==> src/rtl/stage3_fu_sequencer.sv <==
// rtl/stage3_fu_sequencer.sv - execute-stage sequencer for multicycle functional units
module stage3_fu_sequencer #(
    parameter int NUM_FU  = 4,
    parameter int DATA_W  = 32,
    parameter int MAX_LAT = 64
) (
    input  logic                     CLK,
    input  logic                     nRST,
    input  logic                     issue_valid,
    input  logic [NUM_FU-1:0]        issue_fu,
    input  logic                     mem_use_stall,
    input  logic                     ex_mem_stall,
    input  logic                     ex_mem_flush,
    output logic [NUM_FU-1:0]        fu_start,
    output logic [NUM_FU-1:0]        fu_kill,
    input  logic [NUM_FU-1:0]        fu_done,
    input  logic [NUM_FU*DATA_W-1:0] fu_out,
    output logic                     ex_busy,
    output logic                     res_valid,
    output logic [DATA_W-1:0]        res_data,
    output logic                     fu_timeout
);
    localparam int IDX_W = (NUM_FU > 1) ? $clog2(NUM_FU) : 1;
    localparam int CNT_W = $clog2(MAX_LAT + 1);

    typedef enum logic [1:0] {IDLE, BUSY, HOLD, DRAIN} state_t;

    state_t             state;
    logic [IDX_W-1:0]   act;
    logic [IDX_W-1:0]   issue_idx;
    logic [IDX_W-1:0]   cur;
    logic [CNT_W-1:0]   cnt;
    logic [CNT_W-1:0]   cnt_inc;
    logic [DATA_W-1:0]  cur_out;
    logic               onehot;
    logic               accept;
    logic               cur_done;
    logic               flush_eff;
    logic               wd_hit;
    logic               timeout;
    logic               kill_en;

    always_comb begin
        issue_idx = '0;
        for (int i = 0; i < NUM_FU; i++) begin
            if (issue_fu[i]) issue_idx = IDX_W'(i);
        end
    end

    assign onehot = (issue_fu != '0) && ((issue_fu & (issue_fu - NUM_FU'(1))) == '0);
    assign accept = (state == IDLE) && issue_valid && !mem_use_stall && !ex_mem_flush && onehot;
    // In IDLE the FU being started is the one selected this cycle, not the stored one.
    assign cur    = (state == IDLE) ? issue_idx : act;

    always_comb begin
        cur_done = 1'b0;
        cur_out  = '0;
        for (int i = 0; i < NUM_FU; i++) begin
            if (IDX_W'(i) == cur) begin
                cur_done = fu_done[i];
                cur_out  = fu_out[i*DATA_W +: DATA_W];
            end
        end
    end

    assign flush_eff = ex_mem_flush && !ex_mem_stall;
    assign cnt_inc   = (cnt == CNT_W'(MAX_LAT)) ? cnt : cnt + CNT_W'(1);
    assign wd_hit    = ((state == BUSY) || (state == DRAIN)) && (cnt_inc == CNT_W'(MAX_LAT));
    // A flush or a completion in the same cycle outranks the watchdog.
    assign timeout   = wd_hit && !cur_done && !((state == BUSY) && flush_eff);
    assign kill_en   = ((state == BUSY) && flush_eff) || timeout;

    // Combinational outputs are gated by nRST so they read 0 throughout reset.
    assign fu_start   = (nRST && accept) ? issue_fu : '0;
    assign fu_kill    = (nRST && kill_en) ? (NUM_FU'(1) << act) : '0;
    assign fu_timeout = nRST && timeout;
    assign ex_busy    = nRST && ((state == DRAIN) ||
                                 (((state == BUSY) || accept) && !cur_done));

    always_ff @(posedge CLK or negedge nRST) begin
        if (!nRST) begin
            state     <= IDLE;
            act       <= '0;
            cnt       <= '0;
            res_valid <= 1'b0;
            res_data  <= '0;
        end else begin
            case (state)
                IDLE: begin
                    if (accept) begin
                        act <= issue_idx;
                        cnt <= '0;
                        if (cur_done) begin
                            res_data  <= cur_out;
                            res_valid <= 1'b1;
                            state     <= HOLD;
                        end else begin
                            state <= BUSY;
                        end
                    end
                end
                BUSY: begin
                    cnt <= cnt_inc;
                    if (flush_eff) begin
                        state <= DRAIN;
                    end else if (cur_done) begin
                        res_data  <= cur_out;
                        res_valid <= 1'b1;
                        state     <= HOLD;
                    end else if (wd_hit) begin
                        state <= IDLE;
                    end
                end
                HOLD: begin
                    if (!ex_mem_stall) begin
                        res_valid <= 1'b0;
                        state     <= IDLE;
                    end
                end
                DRAIN: begin
                    cnt <= cnt_inc;
                    if (cur_done || wd_hit) state <= IDLE;
                end
                default: state <= IDLE;
            endcase
        end
    end
endmodule

==> config.mk <==
export PLATFORM = sky130hd
export DESIGN_NAME = stage3_fu_sequencer
export DESIGN_NICKNAME = d
export VERILOG_FILES = /design/src/rtl/stage3_fu_sequencer.sv
export SDC_FILE = /design/constraint.sdc
export NUM_CORES = 1
export LEC_CHECK = 0
export ABC_CLOCK_PERIOD_IN_PS = 2400
export BUFFER_PORTS_ARGS = -buffer_cell sky130_fd_sc_hd__buf_2
export CAP_MARGIN = 5
export CORE_UTILIZATION = 41
export DETAILED_ROUTE_END_ITERATION = 8
export PLACE_DENSITY_LB_ADDON = 0.3
export SYNTH_ARGS = -nofsm -noshare
export SYNTH_HDL_FRONTEND = slang
export SYNTH_SLANG_ARGS = --single-unit
==> constraint.sdc <==
create_clock -name CLK -period 2.4 [get_ports CLK]
set_input_delay 0.48 -clock CLK [delete_from_list [all_inputs] [get_ports CLK]]
set_output_delay 0.48 -clock CLK [all_outputs]
set_load 0.01 [all_outputs]
## Word-level counts from Yosys, hierarchy flattened

Index checks and enable logic that the tools add are counted.

| word-level totals | value |
|---|---|
| word-level logic and storage cells | 94 |
| bits of input ports | 142 |
| output and inout port bits | 43 |
| bits in registers | 44 |

| cells by class | value |
|---|---|
| bitwise gates (word level) | 1 |
| reduce and logical (&&, ||, !) cells | 38 |
| muxes and demuxes | 34 |
| shifts and indexed selects | 1 |
| equality and inequality tests | 13 |
| $add $sub $neg | 2 |

Operator list:

| kind | number |
|---|---|
| $mux W32 | 7 |
| $pmux W32 S2 | 1 |
| $mux W2 | 10 |
| $logic_and A1 B1 Y1 | 15 |
| $eq A7 B7 Y1 const B | 2 |
| $mux W7 | 2 |
| $pmux W7 S2 | 1 |
| $mux W1 | 9 |
| $mux W4 | 2 |
| $pmux W2 S4 | 1 |
| $reduce_and A4 Y1 | 2 |
| $add A7 B1 Y7 const B | 1 |
| $ne A2 B2 Y1 const B | 3 |
| $logic_not A1 Y1 | 5 |
| $logic_or A1 B1 Y1 | 5 |
| $and A4 B4 Y4 | 1 |
| $eq A2 B2 Y1 const A | 2 |
| $eq A2 B2 Y1 const B | 2 |
| $logic_not A2 Y1 | 2 |
| $logic_not A4 Y1 | 1 |
| $ne A4 B4 Y1 const B | 1 |
| $reduce_and A2 Y1 | 2 |
| $reduce_bool A2 Y1 | 2 |
| $reduce_bool A4 Y1 | 1 |
| other kinds (9) | 9 |

## Depth between registers and ports, before layout

| depth | value |
|---|---|
| depth in word-level cells | 15 |
| gate-level depth with buffers | 8 |
| depth with buffers taken out | 7 |

## Worst setup path before layout

No wires, ideal clock.

| timing | value |
|---|---|
| kind | flip-flop to output port |
| start | reg cnt[5] |
| end | out fu_kill[1] |
| data arrival time | 2.077 ns |
| buffers on the path | 1 |
| stages on the path, launching flop included | 7 |
| data required time | 1.920 ns |
| slack | -0.157 ns |
| path through | dfrtp_1 buf_6 or2_2 or3_4 a2111oi_4 o211ai_2 a211oi_1 |

| on the way | value |
|---|---|
| longest elaborated chain between the ends | 9 |
| elaborated cells between the ends (all ways) | 10 |
| classes of those cells | 1 x add/sub; 2 x eq/ne; 2 x mux; 5 x reduce/logical |

Ends and longest elaborated chain:

| item | line | RTL |
|---|---|---|
| from (decl) | 32 | `logic [CNT_W-1:0] cnt;` |
| from (signal assigned) | 103 | `cnt <= cnt_inc;` |
| from (signal assigned) | 121 | `cnt <= cnt_inc;` |
| $add A7 B1 Y7 / $eq A7 B7 Y1 (equally long branches) | 67 | `assign cnt_inc = (cnt == CNT_W'(MAX_LAT)) ? cnt : cnt + CNT_W'(1);` |
| $mux W7 * | 67 |  |
| $eq A7 B7 Y1 * | 68 | `assign wd_hit = ((state == BUSY) \|\| (state == DRAIN)) && (cnt_inc == CNT_W'(MAX_LAT));` |
| $logic_and A1 B1 Y1 * | 68 |  |
| $logic_and A1 B1 Y1 * (2 in series) | 70 | `assign timeout = wd_hit && !cur_done && !((state == BUSY) && flush_eff);` |
| $logic_or A1 B1 Y1 * | 71 | `assign kill_en = ((state == BUSY) && flush_eff) \|\| timeout;` |
| $logic_and A1 B1 Y1 * | 75 | `assign fu_kill = (nRST && kill_en) ? (NUM_FU'(1) << act) : '0;` |
| $mux W4 * | 75 |  |
| to (decl) | 15 | `output logic [NUM_FU-1:0] fu_kill,` |

Every way passes the cells marked *; elsewhere a longest branch is shown, timed or not.

## Worst setup path after layout

| timing | value |
|---|---|
| start | reg cnt[0] |
| end | out fu_kill[1] |

Same word-level chain as after synthesis.

==> results_dict.tcl <==
set metrics [dict create \
    status "finished, violations left" \
    violations "setup timing" \
    crit_fanout 5 \
    postSynthAreaPerCell_um2 10.5 \
    cts_tree "done" \
    mappedNetlistArea_um2 3370 \
    drtPass1Iterations 4 \
    end_kind "output port" \
    final_max_slew_viol_count 0 \
    clock.fmax_mhz 347 \
    cts.root.buffer_cell "clkbuf_8" \
    reg2reg_depth 8 \
    internal-power_mw 3.24 \
    synth_cell_types 51 \
    yosys.area.top_type "dfrtp_1" \
    drtAntennaViolNets 0 \
    grt_max_degree 65 \
    num_rows 32 \
    stdcell_count 646 \
    grt_use_total 0.209 \
    drc_errors 0 \
    min_period_ns 2.88 \
    yosysWarnings 0 \
    fillCellCount 651 \
    vias_per_cell 5.24 \
    grt_pass1_wl_um 14300 \
    num_io_pins 185 \
    min_period_over_period 1.20 \
    drt_iter0_markers 139 \
    p_clk_frac 0.128 \
    num_antenna_cells 0 \
    reg2reg_to "res_data[4]" \
    rsz0062_at_grt "yes" \
    worstHoldPathType "in2async" \
    r2r_start "state[0]" \
    setup_viol 9 \
    tightest_slew_ns 0.624 \
    synth_area_leaders "dfrtp_1 33%, mux2i_1 29%, mux2_2 7.7%" \
    synth_edf_count 0 \
    routedWlPerCell_um 15.4 \
    syn_inst 320 \
    pre_cts_ws_ns -0.198 \
    placed_cells 626 \
    grt_antenna_before_repair 0 \
    port_buffers 184 \
    multi_input_area_um2 2310 \
    die_x_um 92.6 \
    numCtsBuffers 5 \
    htree_levels 2 \
    pwr-share-comb 0.624 \
    drive_above_1_share 0.557 \
    ys.flop_type "dfrtp_1" \
    die_h_um 92.6 \
    p_sw_frac 0.380 \
    synth_top_area_share 0.327 \
    dieArea_um2 8580 \
    ys_async_sr_fraction 1.00 \
    overflow 0 \
    vias 3388 \
    place_hpwl_um 7210 \
    cts.path.max_buffers 2 \
    grt_pass1_vias 3186 \
    wl_um 9920 \
    max-slew-margin-rel 0.584 \
    core_area_um2 7850 \
    start_util 0.429 \
    hold_buffers 0 \
    p_leak_nw 2.75 \
    yosysSeqAreaShare 0.327 \
    hold_viol_final 0 \
    final.setup.worst_slack_ns -0.480 \
    yosys_register_bits 44 \
    ir_drop_v 0.00116 \
    synthToLayoutAreaGrowth_pct 53.2 \
    seqCellArea_um2 1100 \
    path_class "reg2out" \
    r2r_setup_slack_ns -0.01 \
    p_per_area_nw_per_um2 1010 \
    critPathArrivalTime_ns 2.40 \
    clk_latency_ns 0.30 \
    gp_congestion 0.874 \
    seq_power_share 0.248 \
    dpl_cell_area_um2 4660 \
    startpoint_type "flop" \
    clk_pin_slew_ns 0.09 \
    cap_violations 0 \
    stdcell_area_um2 5160 \
    crit_required_ns 1.92 \
    skew_ns 0.0140 \
    syn-num-nets 464 \
    design.final.nets 688 \
    switching_power_mw 1.98 \
    cts_sinks 44 \
]
[sequential cells by signal, indices dropped and copies added (netlist names)]
| name | cells |
|---|---|
| res_data | 32 |
| cnt | 7 |
| act | 2 |
| state | 2 |
| res_valid | 1 |
[worst max-delay path, cell delays in order (launching register included)]
cell and delay [ns]:
dfrtp_1 0.41, inv_1 0.07, ha_1 0.15, nand4bb_1 0.14
or3_4 0.37, a2111oi_4 0.41, o211ai_4 0.17, a211oi_2 0.22
buf_2 0.17
[kinds of logic after synthesis]
logic type | Yosys count | synth area share
AO/OA/AOI/OAI | 53 | 0.117
XOR/XNOR | 3 | 0.00780
adder cells (fa/ha/maj) | 2 | 0.00743
buffers and inverters | 29 | 0.0483
flip-flops | 44 | 0.327
multiplexers | 129 | 0.395
AND/OR/NAND/NOR | 60 | 0.0970
[synth_stat cells, types with 3 or more instances]
cell type / count
o211ai_1: 3
a21oi_1: 7
nand2_1: 18
buf_2: 13
xnor2_1: 3
mux2_1: 9
clkbuf_1: 5
dfrtp_1: 44
mux2_2: 23
o31ai_1: 3
a21o_1: 4
nand2b_1: 4
and3_1: 8
buf_6: 4
mux2i_1: 97
o21ai_0: 15
nor2_1: 7
nand3_1: 8
inv_1: 5
[worst max-delay path by stage]
stage / start / to / slack [ns] / cells after the start
2_1_floorplan: issue_fu[3] / fu_kill[1] / 0.008 / 7
3_3_place_gp: issue_fu[3] / fu_kill[1] / -0.11 / 7
3_5_place_dp: issue_fu[2] / res_data[8] / -0.20 / 7
4_1_cts: cnt[0] / fu_kill[1] / -0.50 / 8
5_1_grt: cnt[0] / fu_kill[1] / -0.57 / 8
6_report: cnt[0] / fu_kill[1] / -0.48 / 8
[metrics by stage]
stage	util	hold slack, ns	total power [mW]	TNS (ns)
3_5_place_dp	0.594	0.474	4.13	-5.45
2_1_floorplan	-	0.184	3.15	0
3_3_place_gp	0.594	0.466	4.01	-2.59
4_1_cts	0.627	0.362	4.93	-2.29
5_1_grt	0.658	0.388	5.53	-3.33
6_report	0.658	0.355	5.22	-2.25
[what timing repair did]
item	CTS	global route
pin swaps	3	5
gates resized for setup	23	33
gates cloned	0	3
setup endpoints to repair	42	42
setup buffers	4	6
[power groups by stage]
stage / clock network (mW) / logic, mW / registers [mW]
5_1_grt: 0.713 / 3.48 / 1.34
2_1_floorplan: 0 / 1.74 / 1.41
3_3_place_gp: 0 / 2.74 / 1.27
6_report: 0.669 / 3.26 / 1.29
3_5_place_dp: 0 / 2.83 / 1.29
4_1_cts: 0.686 / 2.96 / 1.28
[cell usage in the layout, fill, tap and decap left out, types with 4 or more instances in the layout]
cell,n
nor2_1,7
buf_4,44
clkbuf_8,5
mux2_4,23
dfrtp_1,42
inv_1,4
buf_2,184
a21o_1,4
and3_1,6
nand2_1,17
o21ai_0,12
mux2i_1,97
mux2_2,6
a21oi_1,7
nand2b_1,4
nand3_1,8
buf_6,6
[final cells by class]
type / count / area share
clock inverters: 2 / 0.0116
clock buffers: 5 / 0.0133
inverters: 5 / 0.00364
multi-input cells: 247 / 0.448
well taps: 102 / 0.0247
flip-flops and latches: 44 / 0.214
repair buffers: 241 / 0.285
[layer usage]
layer  wire (um)  vias up  track usage
met5           0        -            0
met4         101        0       0.0487
met3         654       10       0.0394
met2        5180      143        0.409
met1        3980     1604        0.231
li1            -     1631            -
No activity file was read; power rests on OpenSTA's default activity.
